$ cat src/rtl/bitstream_tx.sv
// Serial bitstream transmitter: streams a start strobe, idle slots, an LSB-first header and a
// block-fed payload, one bit per clock, towards the PMU serial input.
// The FSM state leads the registered outputs by one cycle; every output register is loaded with
// the value belonging to the cycle after the current state cycle.
module bitstream_tx #(
    parameter int unsigned HEADER_WIDTH = 32,
    parameter int unsigned BLOCK_WIDTH  = 128,
    parameter int unsigned PRE_CYCLES   = 1
) (
    input  logic                    clk,
    input  logic                    rst,
    input  logic                    start,
    input  logic [3:0]              opcode,
    input  logic [HEADER_WIDTH-5:0] length,
    input  logic [BLOCK_WIDTH-1:0]  blk_data,
    input  logic                    blk_valid,
    output logic                    blk_ready,
    output logic                    en_o,
    output logic                    data_o,
    output logic                    busy,
    output logic                    done,
    output logic                    err
);

    localparam int unsigned PosW = (BLOCK_WIDTH > 1) ? $clog2(BLOCK_WIDTH) : 1;
    localparam logic [HEADER_WIDTH-1:0] CntOne  = HEADER_WIDTH'(1);
    localparam logic [HEADER_WIDTH-1:0] PreLast =
        HEADER_WIDTH'((PRE_CYCLES == 0) ? 0 : PRE_CYCLES - 1);
    localparam logic [HEADER_WIDTH-1:0] HdrLast = HEADER_WIDTH'(HEADER_WIDTH - 1);
    localparam logic [HEADER_WIDTH-1:0] BlkBits = HEADER_WIDTH'(BLOCK_WIDTH);
    localparam logic [PosW-1:0]         PosLast = PosW'(BLOCK_WIDTH - 1);
    localparam logic [PosW-1:0]         PosOne  = PosW'(1);

    typedef enum logic [2:0] {StIdle, StPre, StHdr, StPay, StDone} state_e;

    state_e                  state_q, state_d;
    logic [HEADER_WIDTH-1:0] cnt_q, cnt_d;         // PRE slot, header bit or payload bit index
    logic [PosW-1:0]         pos_q, pos_d;         // bit position inside the current block
    logic [HEADER_WIDTH-1:0] hdr_q, hdr_d;
    logic [HEADER_WIDTH-1:0] len_q, len_d;
    logic [HEADER_WIDTH-1:0] acc_bits_q, acc_bits_d; // accepted blocks times BLOCK_WIDTH
    logic [BLOCK_WIDTH-1:0]  shift_q, shift_d;
    logic [BLOCK_WIDTH-1:0]  hold_q, hold_d;
    logic                    hold_vld_q, hold_vld_d;
    logic                    data_q, data_d;
    logic                    en_q, en_d;
    logic                    done_q, done_d;
    logic                    err_q, err_d;
    logic                    busy_q, busy_d;

    logic start_acc;
    logic accept;
    logic boundary;
    logic underrun;

    // busy_q also covers the tail cycle whose output still belongs to the transfer
    assign start_acc = (state_q == StIdle) && start && !busy_q;
    assign blk_ready = (state_q != StIdle) && !hold_vld_q && (acc_bits_q < len_q);
    assign accept    = blk_valid && blk_ready;
    assign boundary  = (state_q == StPay) && (pos_q == '0);
    assign underrun  = boundary && !hold_vld_q;

    assign en_o   = en_q;
    assign data_o = data_q;
    assign busy   = busy_q;
    assign done   = done_q;
    assign err    = err_q;

    // State and datapath registers
    always_ff @(posedge clk) begin
        if (rst) begin
            state_q    <= StIdle;
            cnt_q      <= '0;
            pos_q      <= '0;
            hdr_q      <= '0;
            len_q      <= '0;
            acc_bits_q <= '0;
            shift_q    <= '0;
            hold_q     <= '0;
            hold_vld_q <= 1'b0;
            data_q     <= 1'b0;
            en_q       <= 1'b0;
            done_q     <= 1'b0;
            err_q      <= 1'b0;
            busy_q     <= 1'b0;
        end else begin
            state_q    <= state_d;
            cnt_q      <= cnt_d;
            pos_q      <= pos_d;
            hdr_q      <= hdr_d;
            len_q      <= len_d;
            acc_bits_q <= acc_bits_d;
            shift_q    <= shift_d;
            hold_q     <= hold_d;
            hold_vld_q <= hold_vld_d;
            data_q     <= data_d;
            en_q       <= en_d;
            done_q     <= done_d;
            err_q      <= err_d;
            busy_q     <= busy_d;
        end
    end

    // Next-state and bit/slot counters
    always_comb begin
        state_d = state_q;
        cnt_d   = cnt_q;
        pos_d   = pos_q;
        unique case (state_q)
            StIdle: begin
                if (start_acc) begin
                    cnt_d   = '0;
                    state_d = (PRE_CYCLES == 0) ? StHdr : StPre;
                end
            end
            StPre: begin
                if (cnt_q == PreLast) begin
                    cnt_d   = '0;
                    state_d = StHdr;
                end else begin
                    cnt_d = cnt_q + CntOne;
                end
            end
            StHdr: begin
                if (cnt_q == HdrLast) begin
                    cnt_d   = '0;
                    pos_d   = '0;
                    state_d = (len_q == '0) ? StDone : StPay;
                end else begin
                    cnt_d = cnt_q + CntOne;
                end
            end
            StPay: begin
                if (underrun) begin
                    state_d = StIdle;
                end else if (cnt_q == len_q - CntOne) begin
                    state_d = StDone;
                end else begin
                    cnt_d = cnt_q + CntOne;
                    pos_d = (pos_q == PosLast) ? '0 : pos_q + PosOne;
                end
            end
            StDone: begin
                state_d = StIdle;
            end
            default: begin
                state_d = StIdle;
            end
        endcase
    end

    // Output values for the next cycle plus header/block register updates
    always_comb begin
        hdr_d      = hdr_q;
        len_d      = len_q;
        acc_bits_d = acc_bits_q;
        shift_d    = shift_q;
        hold_d     = hold_q;
        hold_vld_d = hold_vld_q;
        data_d     = 1'b0;
        en_d       = 1'b0;
        done_d     = 1'b0;
        err_d      = err_q;
        busy_d     = (state_d != StIdle) || (state_q != StIdle);

        // blk_ready requires an empty holding register, so this never races the boundary move
        if (accept) begin
            hold_d     = blk_data;
            hold_vld_d = 1'b1;
            acc_bits_d = acc_bits_q + BlkBits;
        end

        unique case (state_q)
            StIdle: begin
                if (start_acc) begin
                    hdr_d      = {length, opcode};
                    len_d      = {4'b0000, length};
                    acc_bits_d = '0;
                    hold_vld_d = 1'b0;
                    en_d       = 1'b1;
                    err_d      = 1'b0;
                end
            end
            StPre: begin
                data_d = 1'b0;
            end
            StHdr: begin
                data_d = hdr_q[0];
                hdr_d  = hdr_q >> 1;
            end
            StPay: begin
                if (boundary) begin
                    if (hold_vld_q) begin
                        data_d     = hold_q[0];
                        shift_d    = hold_q >> 1;
                        hold_vld_d = 1'b0;
                    end else begin
                        err_d = 1'b1;
                    end
                end else begin
                    data_d  = shift_q[0];
                    shift_d = shift_q >> 1;
                end
            end
            StDone: begin
                done_d = 1'b1;
            end
            default: begin
                data_d = 1'b0;
            end
        endcase
    end

endmodule

$ cat config.mk
export PLATFORM = sky130hd
export DESIGN_NAME = bitstream_tx
export DESIGN_NICKNAME = d
export VERILOG_FILES = /design/src/rtl/bitstream_tx.sv
export SDC_FILE = /design/constraint.sdc
export NUM_CORES = 1
export LEC_CHECK = 0
export BUFFER_PORTS_ARGS = -buffer_cell sky130_fd_sc_hd__buf_2
export CAP_MARGIN = 0
export CORE_UTILIZATION = 55
export CTS_BUF_LIST = sky130_fd_sc_hd__clkbuf_4
export DETAILED_ROUTE_END_ITERATION = 16
export GPL_ROUTABILITY_DRIVEN = 0
export HOLD_SLACK_MARGIN = 0.1
export MAX_ROUTING_LAYER = met4
export PLACE_DENSITY = 0.75
export SYNTH_ARGS = -nofsm -noshare
export SYNTH_HDL_FRONTEND = slang
export SYNTH_SLANG_ARGS = --single-unit
export TNS_END_PERCENT = 30
$ cat constraint.sdc
create_clock -name clk -period 4.66 [get_ports clk]
set_clock_uncertainty 0.15 [all_clocks]
set_input_delay 0.233 -clock clk [delete_from_list [all_inputs] [get_ports clk]]
set_output_delay 0.233 -clock clk [all_outputs]
set_load 0.05 [all_outputs]
# After elaboration in Yosys (flattened, before gate mapping)
# Index checks and enable logic that the tools add are counted.
# totals
in_bits	164
reg_bits	396
out_inout_bits	6
word_cells	100
# classes
reduce_logical	27
mux	39
n_eq_ne	14
n_lt_le_gt_ge	1
n_addsub	4
bitwise	1
# ops
operator	count
$mux W32	9
$mux W128	2
$pmux W32 S4	1
$logic_not A32 Y1	2
$pmux W32 S2	1
$add A32 B1 Y32 const B	1
$add A32 B8 Y32 const B	1
$eq A32 B32 Y1	1
$eq A32 B5 Y1 const B	1
$lt A32 B28 Y1	1
$sub A28 B1 Y29 const B	1
$mux W7	4
$mux W3	6
$ne A2 B2 Y1 const B	7
$pmux W7 S2	1
$pmux W3 S4	1
$reduce_and A4 Y1	3
$mux W1	11
$add A7 B1 Y7 const B	1
$eq A7 B7 Y1 const B	1
$logic_and A1 B1 Y1	7
$logic_not A7 Y1	1
$eq A3 B2 Y1 const B	2
$pmux W1 S2	3
11 further kinds	17

# Depth between registers and ports, before layout
# Gate-level depths: netlist of the first run.
# depth
depth_word	8
ltp_mapped	13

# Least setup slack after synthesis of the first run
# No wires, ideal clock.
# synth_path
path_kind	flip-flop to flip-flop
start	register len_q[0]
end	register pos_q[3]
stages_incl_launch_ff	14
synth_period_minus_slack_ns	3.790
slack_ns	0.870
arrival_ns	3.508
cell_sequence	dfxtp_1 > clkbuf_1 > inv_1 > ha_1 > or4b_1 > nor4_4 > nor4b_2 > mux2i_1 > or4_1 > or3_1 > buf_2 > buf_2 > o31ai_1 > a21oi_1
# synth_via
elab_chain_len	4
# synth_rtl
item	line	source
start, declared	40	logic [HEADER_WIDTH-1:0] len_q, len_d;
start signal, assigned	91	len_q <= len_d;
$sub A28 B1 Y29	136	end else if (cnt_q == len_q - CntOne) begin
$eq A32 B32 Y1	136	
$ne A2 B2 Y1 (no source line)	n/a	
$reduce_and A4 Y1 (no source line)	n/a	
end signal, assigned	89	pos_q <= pos_d;
end, declared	38	logic [PosW-1:0] pos_q, pos_d;
# No other way between the ends.
# A chain may end at the register's enable or synchronous reset.

# Worst setup path in the final report of the first run
# layout_path
start	register len_q[10]
end	register cnt_q[14]
# layout_via
elab_chain_len	4
# layout_rtl
item	line	source
$sub A28 B1 Y29	136	
$eq A32 B32 Y1	136	
$ne A2 B2 Y1 (no source line)	n/a	
$reduce_and A4 Y1 (no source line)	n/a	
end signal, assigned	88	cnt_q <= cnt_d;
end, declared	37	logic [HEADER_WIDTH-1:0] cnt_q, cnt_d;
# No other way between the ends.

==> results of run 1 <==
==> cells in the final DEF (no fill, tap or decap), types with 6 or more instances in the layout <==
cell / n
and4_1: 6
or4_1: 15
nand3_1: 30
and3_1: 31
a31oi_1: 23
a211oi_1: 10
o2111ai_1: 7
dfxtp_1: 388
o211ai_1: 9
a311oi_1: 142
a21oi_1: 205
nand2_1: 703
xnor2_1: 30
nor2b_1: 7
or3_1: 15
nor2_1: 214
buf_2: 168
nor4_1: 32
ha_1: 27
clkbuf_4: 149
and2_1: 6
or2_2: 7
inv_1: 46
o21ai_0: 35
nor3_1: 27
xor2_1: 13
a2111oi_0: 8
a221oi_1: 20
dlygate4sd3_1: 271
buf_4: 21
a32o_1: 6
nand4_1: 17
clkinv_1: 17
==> logic make-up (layout without fill, tap and decap cells) <==
group                      Yosys count  after routing  share of synthesized area
AOI/OAI and AO/OA                  515            516                      0.197
and+or+nand+nor                   1145           1145                      0.274
buffers and inverters              245            683                     0.0518
xor gates and xnor gates            43             43                     0.0210
muxes                                7              7                    0.00405
adders and majority gates           27             27                     0.0188
other                                0              4                          0
DFF                                388            388                      0.433
==> metrics by stage <==
step           power, mW  setup WS (ps)  utilization  std cells  instance area [sq um]
6_report            7.65            408        0.719       3248                  22900
2_1_floorplan       4.24            870            -       2370                  17900
3_3_place_gp        4.51            557        0.593       2800                  18900
3_5_place_dp        4.54            508        0.593       2800                  18900
4_1_cts             7.58            329        0.718       3243                  22800
5_1_grt             7.99            119        0.719       3247                  22900
==> area by class of cell <==
type | instances | area share
Antenna cell | 4 | 0.000438
Clock buffer | 149 | 0.0489
Clock inverter | 23 | 0.00542
Inverter | 47 | 0.00772
Multi-Input combinational cell | 1738 | 0.408
Sequential cell | 388 | 0.340
Tap cell | 435 | 0.0238
Timing Repair Buffer | 464 | 0.166
==> report_power, final <==
part           switching, mW  internal [mW]
registers             0.0991           3.44
clock network           1.42           1.51
logic                  0.705          0.471
==> registers in the layout, indices dropped and copies added (netlist names) <==
name and cells:
hold_q 128, shift_q 127, cnt_q 32, hdr_q 32, len_q 28, acc_bits_q 25, pos_q 7, state_q 3
busy 1, data_o 1, done 1, en_o 1, err 1, hold_vld_q 1
==> metal layers <==
layer | global-route usage | part of all wire | vias up
met3 | 0.0679 | 0.079 | 223
li1 | - | - | 9063
met4 | 0.183 | 0.044 | 0
met2 | 0.537 | 0.47 | 928
met1 | 0.403 | 0.40 | 8923
met5 | - | 0 | -
==> worst register-to-register path, delay by kind of cell (launching register included) <==
family           cells  cell delay [ps]
flip-flops           1              370
AND/OR/NAND/NOR      4             2110
AO/OA/AOI/OAI        4             1520
==> worst max-delay path by stage <==
stage / slack (ps) / start / to / depth (start not counted)
after floorplan: 870 / len_q[0] / pos_q[3] / 13
after global placement: 560 / len_q[10] / cnt_q[22] / 8
after detailed placement: 510 / len_q[10] / cnt_q[22] / 8
after CTS: 330 / len_q[27] / hold_q[71] / 10
after global routing: 120 / len_q[27] / hold_q[73] / 10
final: 410 / len_q[10] / cnt_q[14] / 8
==> what timing repair did <==
item | CTS | global route
hold buffers | 271 | 0
setup endpoints to repair | 0 | 16
hold endpoints to repair | 265 | 0
resized for setup | 0 | 3
==> out/results.tsv, run 1 <==
stage	metric	value	unit
grt	grt.overflow.total	0	
timing	rsz0062_at_grt	false	
setup_path	reg2reg_to	cnt_q[14]	
detailed_routing	drt-initial-drc-count	2033	
worst_hold_path	hold_class	in -> reg	
logic_synthesis	synth.distinct_cells	72	
finish	drive_gt1_frac	0.135	
floorplanning	die_w	183	microns
logic_synthesis	synth_nets	2561	
setup_path	slowest_delay	670	ps
timing	fin_hold_ws	130	ps
setup_path	ff2ff_setup_slack	410	ps
power	leakagePower	8.09	nW
floorplanning	fp.dieArea	33300	sq um
setup_path	path_delay_family	simple AND/OR/NAND/NOR gates	
logic_synthesis	synth_top_area_cell	dfxtp_1	
logic_synthesis	ys_async_sr_fraction	0	
logic_synthesis	netlist_top_cells_count	703 x nand2_1, 388 x dfxtp_1, 217 x nor2_1	
timing	tightest_slew	1160	ps
grt	globalRouteTotalUtil	0.338	
floorplanning	ioPinCount	170	
worst_hold_path	holdPathStages	4	
clock_tree	cts.sinks	388	
power	vdd_ir_drop_max	0.231	mV
logic_synthesis	yosysSeqAreaShare	0.433	
setup_path	crit_chain	or4_4 > or4_1 > a2111oi_0 > a2bb2oi_2 > nand3_4 > nor4b_2 > a211oi_1 > a32o_1	
grt	antenna_found_initial	3	
clock_tree	insertion_delay	760	ps
detailed_routing	detailedRoute.firstPassIterationCount	6	
power	p_per_area	334	nW/um^2
detailed_routing	vias	19137	
logic_synthesis	ys_ff_latch	388	
floorplanning	rows	65	
logic_synthesis	ys.flop_type	dfxtp_1	
setup_path	cp.arrival	4750	ps
setup_path	path_max_fanout	13	
detailed_routing	ant_nets	0	
grt	grt_pass1_wl	90400	microns
setup_path	crit_type	reg -> reg	
finish	nets	2930	
timing	fin_setup_tns	0	ps
floorplanning	initial_core_util	0.564	
setup_path	reg2reg_depth	8	
timing	fin_crit	4250	ps
detailed_routing	wirelength	55600	microns
setup_path	crit_buf_inv	0	
floorplanning	die_h	183	microns
setup_path	critPathLaunchType	flip-flop	
timing	setup_viol	0	
logic_synthesis	synth_area_leaders	dfxtp_1 43%, nand2_1 15%, a311oi_1 6.9%, a21oi_1 5.7%, nor2_1 4.5%	
worst_hold_path	hold_start	blk_data[83]	
timing	period_share	0.912	
worst_hold_path	hold_path_end	hold_q[83]	
setup_path	crit_required	5160	ps
place	numPortBuffers	169	
timing	hold_viol_final	0	
clock_tree	cts_buffers	100	
finish	multi_input_area	9330	sq um
floorplanning	core_area	31800	sq um
logic_synthesis	yosys_warnings	0	
clock_tree	cts_tree	done	
logic_synthesis	synth.avg_cell_area	7.56	sq um
setup_path	cpMaxStageDelayCell	or4_1	
setup_path	critPathCaptureType	flip-flop	
grt	grt_max_degree	253	
detailed_routing	drc	0	
logic_synthesis	syn_area	17900	sq um
logic_synthesis	synthCells	2370	
clock_tree	root_buffer	clkbuf_4	
run	cap_viol_max_count	0	
clock_tree	post-cts-setup-buffers	0	
logic_synthesis	synth_top_area_share	0.433	
setup_path	reg2reg_from	len_q[10]	
timing	maxSlewViolCount	0	
detailed_routing	wire_per_inst	17.1	microns
grt	grt_pass1_vias	18610	
timing	relSlewSlack	0.228	
finish	final.fill_count	2361	
clock_tree	clock_path_buffers	3	
outcome	status	finished, final reports clean	
clock_tree	cts_max_level	3	
detailed_routing	vias_per_cell	5.89	
finish	register_area	7770	sq um
clock_tree	clkSlewWorstSetupHoldPaths	60	ps
timing	timing.fmax	0.235	GHz
place	dp.final_hpwl	29300	microns
logic_synthesis	yosysMostFrequentCell	nand2_1	
logic_synthesis	synth-edff-count	0	
finish	syn2layout_area_growth	27.5	%
(Power assumes the default switching activity.)
==> inputs of run 2 (changes only) <==
--- a/config.mk
+++ b/config.mk
@@ -5,15 +5,15 @@
 export SDC_FILE = /design/constraint.sdc
 export NUM_CORES = 1
 export LEC_CHECK = 0
+export ABC_AREA = 1
 export BUFFER_PORTS_ARGS = -buffer_cell sky130_fd_sc_hd__buf_2
 export CAP_MARGIN = 0
-export CORE_UTILIZATION = 55
+export CORE_UTILIZATION = 35
 export CTS_BUF_LIST = sky130_fd_sc_hd__clkbuf_4
 export DETAILED_ROUTE_END_ITERATION = 16
 export GPL_ROUTABILITY_DRIVEN = 0
 export HOLD_SLACK_MARGIN = 0.1
 export MAX_ROUTING_LAYER = met4
-export PLACE_DENSITY = 0.75
 export SYNTH_ARGS = -nofsm -noshare
 export SYNTH_HDL_FRONTEND = slang
 export SYNTH_SLANG_ARGS = --single-unit
==> run 2 against run 1 <==
- critical path depth up 3
- critical endpoint is now len_q[12]
- cell count rose by 23%
- synthesized area is 3.5% higher
- sequential share of layout area fell by 2.7 points
- setup slack improved by 700 ps
- critical path type unchanged
==> out/results.tsv, run 2 <==
stage	metric	value	unit	change
logic_synthesis	synthCells	2725		+15%
logic_synthesis	synthMuxAreaShare	0		-0.00405
grt	met1_usage	0.258		-0.145
setup_path	crit_required	5310	ps	+150 ps
grt	antenna_found_initial	5		+2
grt	grt_use_met2	0.353		-0.184
grt	globalRouteTotalUtil	0.221		-0.117
floorplanning	rows	84		+29%
worst_hold_path	hold_class	in -> reg		
grt	grt.overflow.total	0		unchanged
logic_synthesis	yosys_warnings	0		unchanged
timing	relSlewSlack	0.268		+0.0401
detailed_routing	wire_per_inst	14.7	microns	-14%
clock_tree	cts_max_level	3		unchanged
clock_tree	cts_tree	done		
grt	grt_pass1_wl	94800	microns	+4.9%
logic_synthesis	synth_compound_area_frac	0.193		-0.00395
finish	final_cell_area	24800	sq um	+8.5%
floorplanning	die_w	232	microns	+27%
finish	reg.largest.list	hold_q: 128 flops, shift_q: 127 flops		
timing	timing.fmax	0.282	GHz	+20%
clock_tree	root_buffer	clkbuf_4		
finish	final_cell_mix	484 x nand2_1, 430 x nor2_1, 422 x o21ai_0		
setup_path	crit_type	reg -> reg		
finish	layout_commonest_cell	nand2_1		
timing	period_share	0.762		-0.151
grt	grt-busiest-layer	met2		
timing	rsz0062_at_grt	false		
detailed_routing	vias_per_cell	5.01		-15%
detailed_routing	vias	19981		+4.4%
logic_synthesis	yosysSeqAreaShare	0.418		-0.0148
setup_path	path_max_fanout	35		+22
setup_path	cp.arrival	4200	ps	-550 ps
detailed_routing	wirelength	58600	microns	+5.3%
detailed_routing	drt-initial-drc-count	1434		-29%
logic_synthesis	synth_nets	2916		+14%
clock_tree	cts.sinks	388		unchanged
outcome	status	finished, final reports clean		
floorplanning	die_h	232	microns	+27%
logic_synthesis	synth_top_area_share	0.418		-0.0148
logic_synthesis	ys.flop_type	dfxtp_1		
logic_synthesis	yosysMostFrequentCell	nand2_1		
clock_tree	clkSlewWorstSetupHoldPaths	70	ps	about the same
logic_synthesis	synthAdderAreaFrac	0.0182		-0.000643
clock_tree	post-cts-setup-buffers	0		unchanged
setup_path	critPathCaptureType	flip-flop		
timing	fin_crit	3550	ps	-703 ps
finish	drive_gt1_frac	0.122		-0.0124
setup_path	critPathLaunchType	flip-flop		
timing	fin_setup_tns	0	ps	unchanged
clock_tree	cts_resized	0		unchanged
grt	grt_pass1_vias	19341		+3.9%
detailed_routing	detailedRoute.firstPassIterationCount	7		+1
finish	nets	3418		+17%
logic_synthesis	synth_top_family_by_area	simple AND/OR/NAND/NOR gates		
grt	grt_use_met3	0.0500		-0.0179
logic_synthesis	synth-edff-count	0		unchanged
place	placed_cell_area	19800	sq um	+5.1%
timing	setup_viol	0		unchanged
floorplanning	fp.dieArea	54000	sq um	+62%
logic_synthesis	netlist_top_cells_count	484 x nand2_1, 431 x nor2_1, 422 x o21ai_0		
timing	maxSlewViolCount	0		unchanged
floorplanning	core_area	52400	sq um	+65%
logic_synthesis	ys_async_sr_fraction	0		unchanged
detailed_routing	ant_nets	0		unchanged
run	cap_viol_max_count	0		unchanged
logic_synthesis	synth_top_area_cell	dfxtp_1		
timing	hold_viol_final	0		unchanged
logic_synthesis	synth.avg_cell_area	6.81	sq um	-10%
clock_tree	cts_buffers	107		+7.0%
logic_synthesis	syn_area	18600	sq um	+3.5%
floorplanning	initial_core_util	0.354		-0.210
finish	syn2layout_area_growth	33.7	%	
detailed_routing	drc	0		unchanged
clock_tree	insertion_delay	860	ps	+100 ps
place	numPortBuffers	169		unchanged
clock_tree	hold_buffers	363		+34%
logic_synthesis	ys_ff_latch	388		unchanged
place	dp.final_hpwl	33700	microns	+15%
logic_synthesis	synth_area_leaders	dfxtp_1 42%, o21ai_0 11%, nand2_1 9.8%, nor2_1 8.7%, inv_1 5.9%		
logic_synthesis	yosys.area_share.simple	0.253		-0.0206
floorplanning	ioPinCount	170		unchanged
logic_synthesis	synthXorXnorAreaFrac	0.0184		-0.00260
power	leakagePower	10.6	nW	+31%
power	vdd_ir_drop_max	0.214	mV	-7.5%
power	p_per_area	324	nW/um^2	-3.0%
logic_synthesis	synth.distinct_cells	46		-36%
finish	top_register	hold_q		
finish	largest_reg_flops	128		unchanged
clock_tree	clock_path_buffers	3		unchanged
grt	grt_max_degree	258		+2.0%
timing	tightest_slew	1100	ps	-60.2 ps
finish	final.fill_count	5024		+110%
## run 2: cell count changes after synthesis, moves of 23 or more
cell	change
a311oi_1	-142
inv_1	+245
clkbuf_1	-65
o21ai_0	+387
nand4_1	+38
nand2_1	-219
a21oi_1	-36
o22ai_1	+35
nor4_1	-24
buf_2	+23
nor2_1	+214
nand3_1	+37
and3_1	-27
## run 2: path summary, 6_finish.rpt
| check | start | end | slack, ps | depth (start not counted) |
|---|---|---|---|---|
| setup / recovery | state_q[0] | len_q[12] | 1110 | 11 |
| hold / removal | blk_valid | hold_q[116] | 290 | 4 |
| setup reg to reg | state_q[0] | len_q[12] | 1110 | 11 |
| hold reg to reg | acc_bits_q[30] | acc_bits_q[30] | 290 | 2 |
## run 2: final cells by class
| cell class | count | area, sq um | area share |
|---|---|---|---|
| Clock buffer | 165 | 1240 | 0.0499 |
| Inverter | 310 | 1170 | 0.0472 |
| Tap cell | 688 | 861 | 0.0347 |
| Clock inverter | 15 | 100 | 0.00403 |
| Antenna cell | 5 | 12.5 | 0.000504 |
| Timing Repair Buffer | 550 | 4680 | 0.189 |
| Multi-Input combinational cell | 1870 | 8980 | 0.362 |
| Sequential cell | 388 | 7770 | 0.313 |
## run 2: through the flow
stage | util | hold slack (ps) | std cells | power (mW) | worst slack (ps)
finish | 0.473 | 287 | 3991 | 8.05 | 1110
CTS | 0.473 | 196 | 3986 | 8.09 | 1210
global route | 0.473 | 288 | 3991 | 8.49 | 840
detailed placement | 0.378 | 285 | 3443 | 4.73 | 1500
global placement | 0.378 | 273 | 3443 | 4.71 | 1550
floorplan | - | 250 | 2725 | 4.41 | 2260
## run 2: report_power, final
group	internal, mW	total, mW	switching, mW	leakage [nW]
Clock	1.64	3.09	1.45	0.808
Combinational	0.575	1.34	0.769	6.60
Sequential	3.48	3.61	0.128	3.15
## run 2: per-layer routing
layer | up-vias | routed length, microns
met5 | - | 0
met4 | 0 | 2350
met3 | 188 | 4000
met2 | 716 | 27500
met1 | 9149 | 24800
li1 | 9928 | -
## run 2: cells by family (layout without fill, tap and decap cells)
group / count (synthesis) / after routing
AOI/OAI and AO/OA: 682 / 682
xor gates and xnor gates: 39 / 39
adders and majority gates: 27 / 27
buffers and inverters: 467 / 1040
DFF: 388 / 388
other: 0 / 5
and+or+nand+nor: 1122 / 1122
## run 2: worst max-delay path, stage by stage (launching register included)
cell and delay (ps):
dfxtp_1 510, nor2_1 100, inv_2 90, nor2_1 70, inv_2 100, nor3_4 40
buf_4 270, nor2_1 290, clkinv_1 640, buf_4 490, o22ai_1 180, dlygate4sd3_1 580
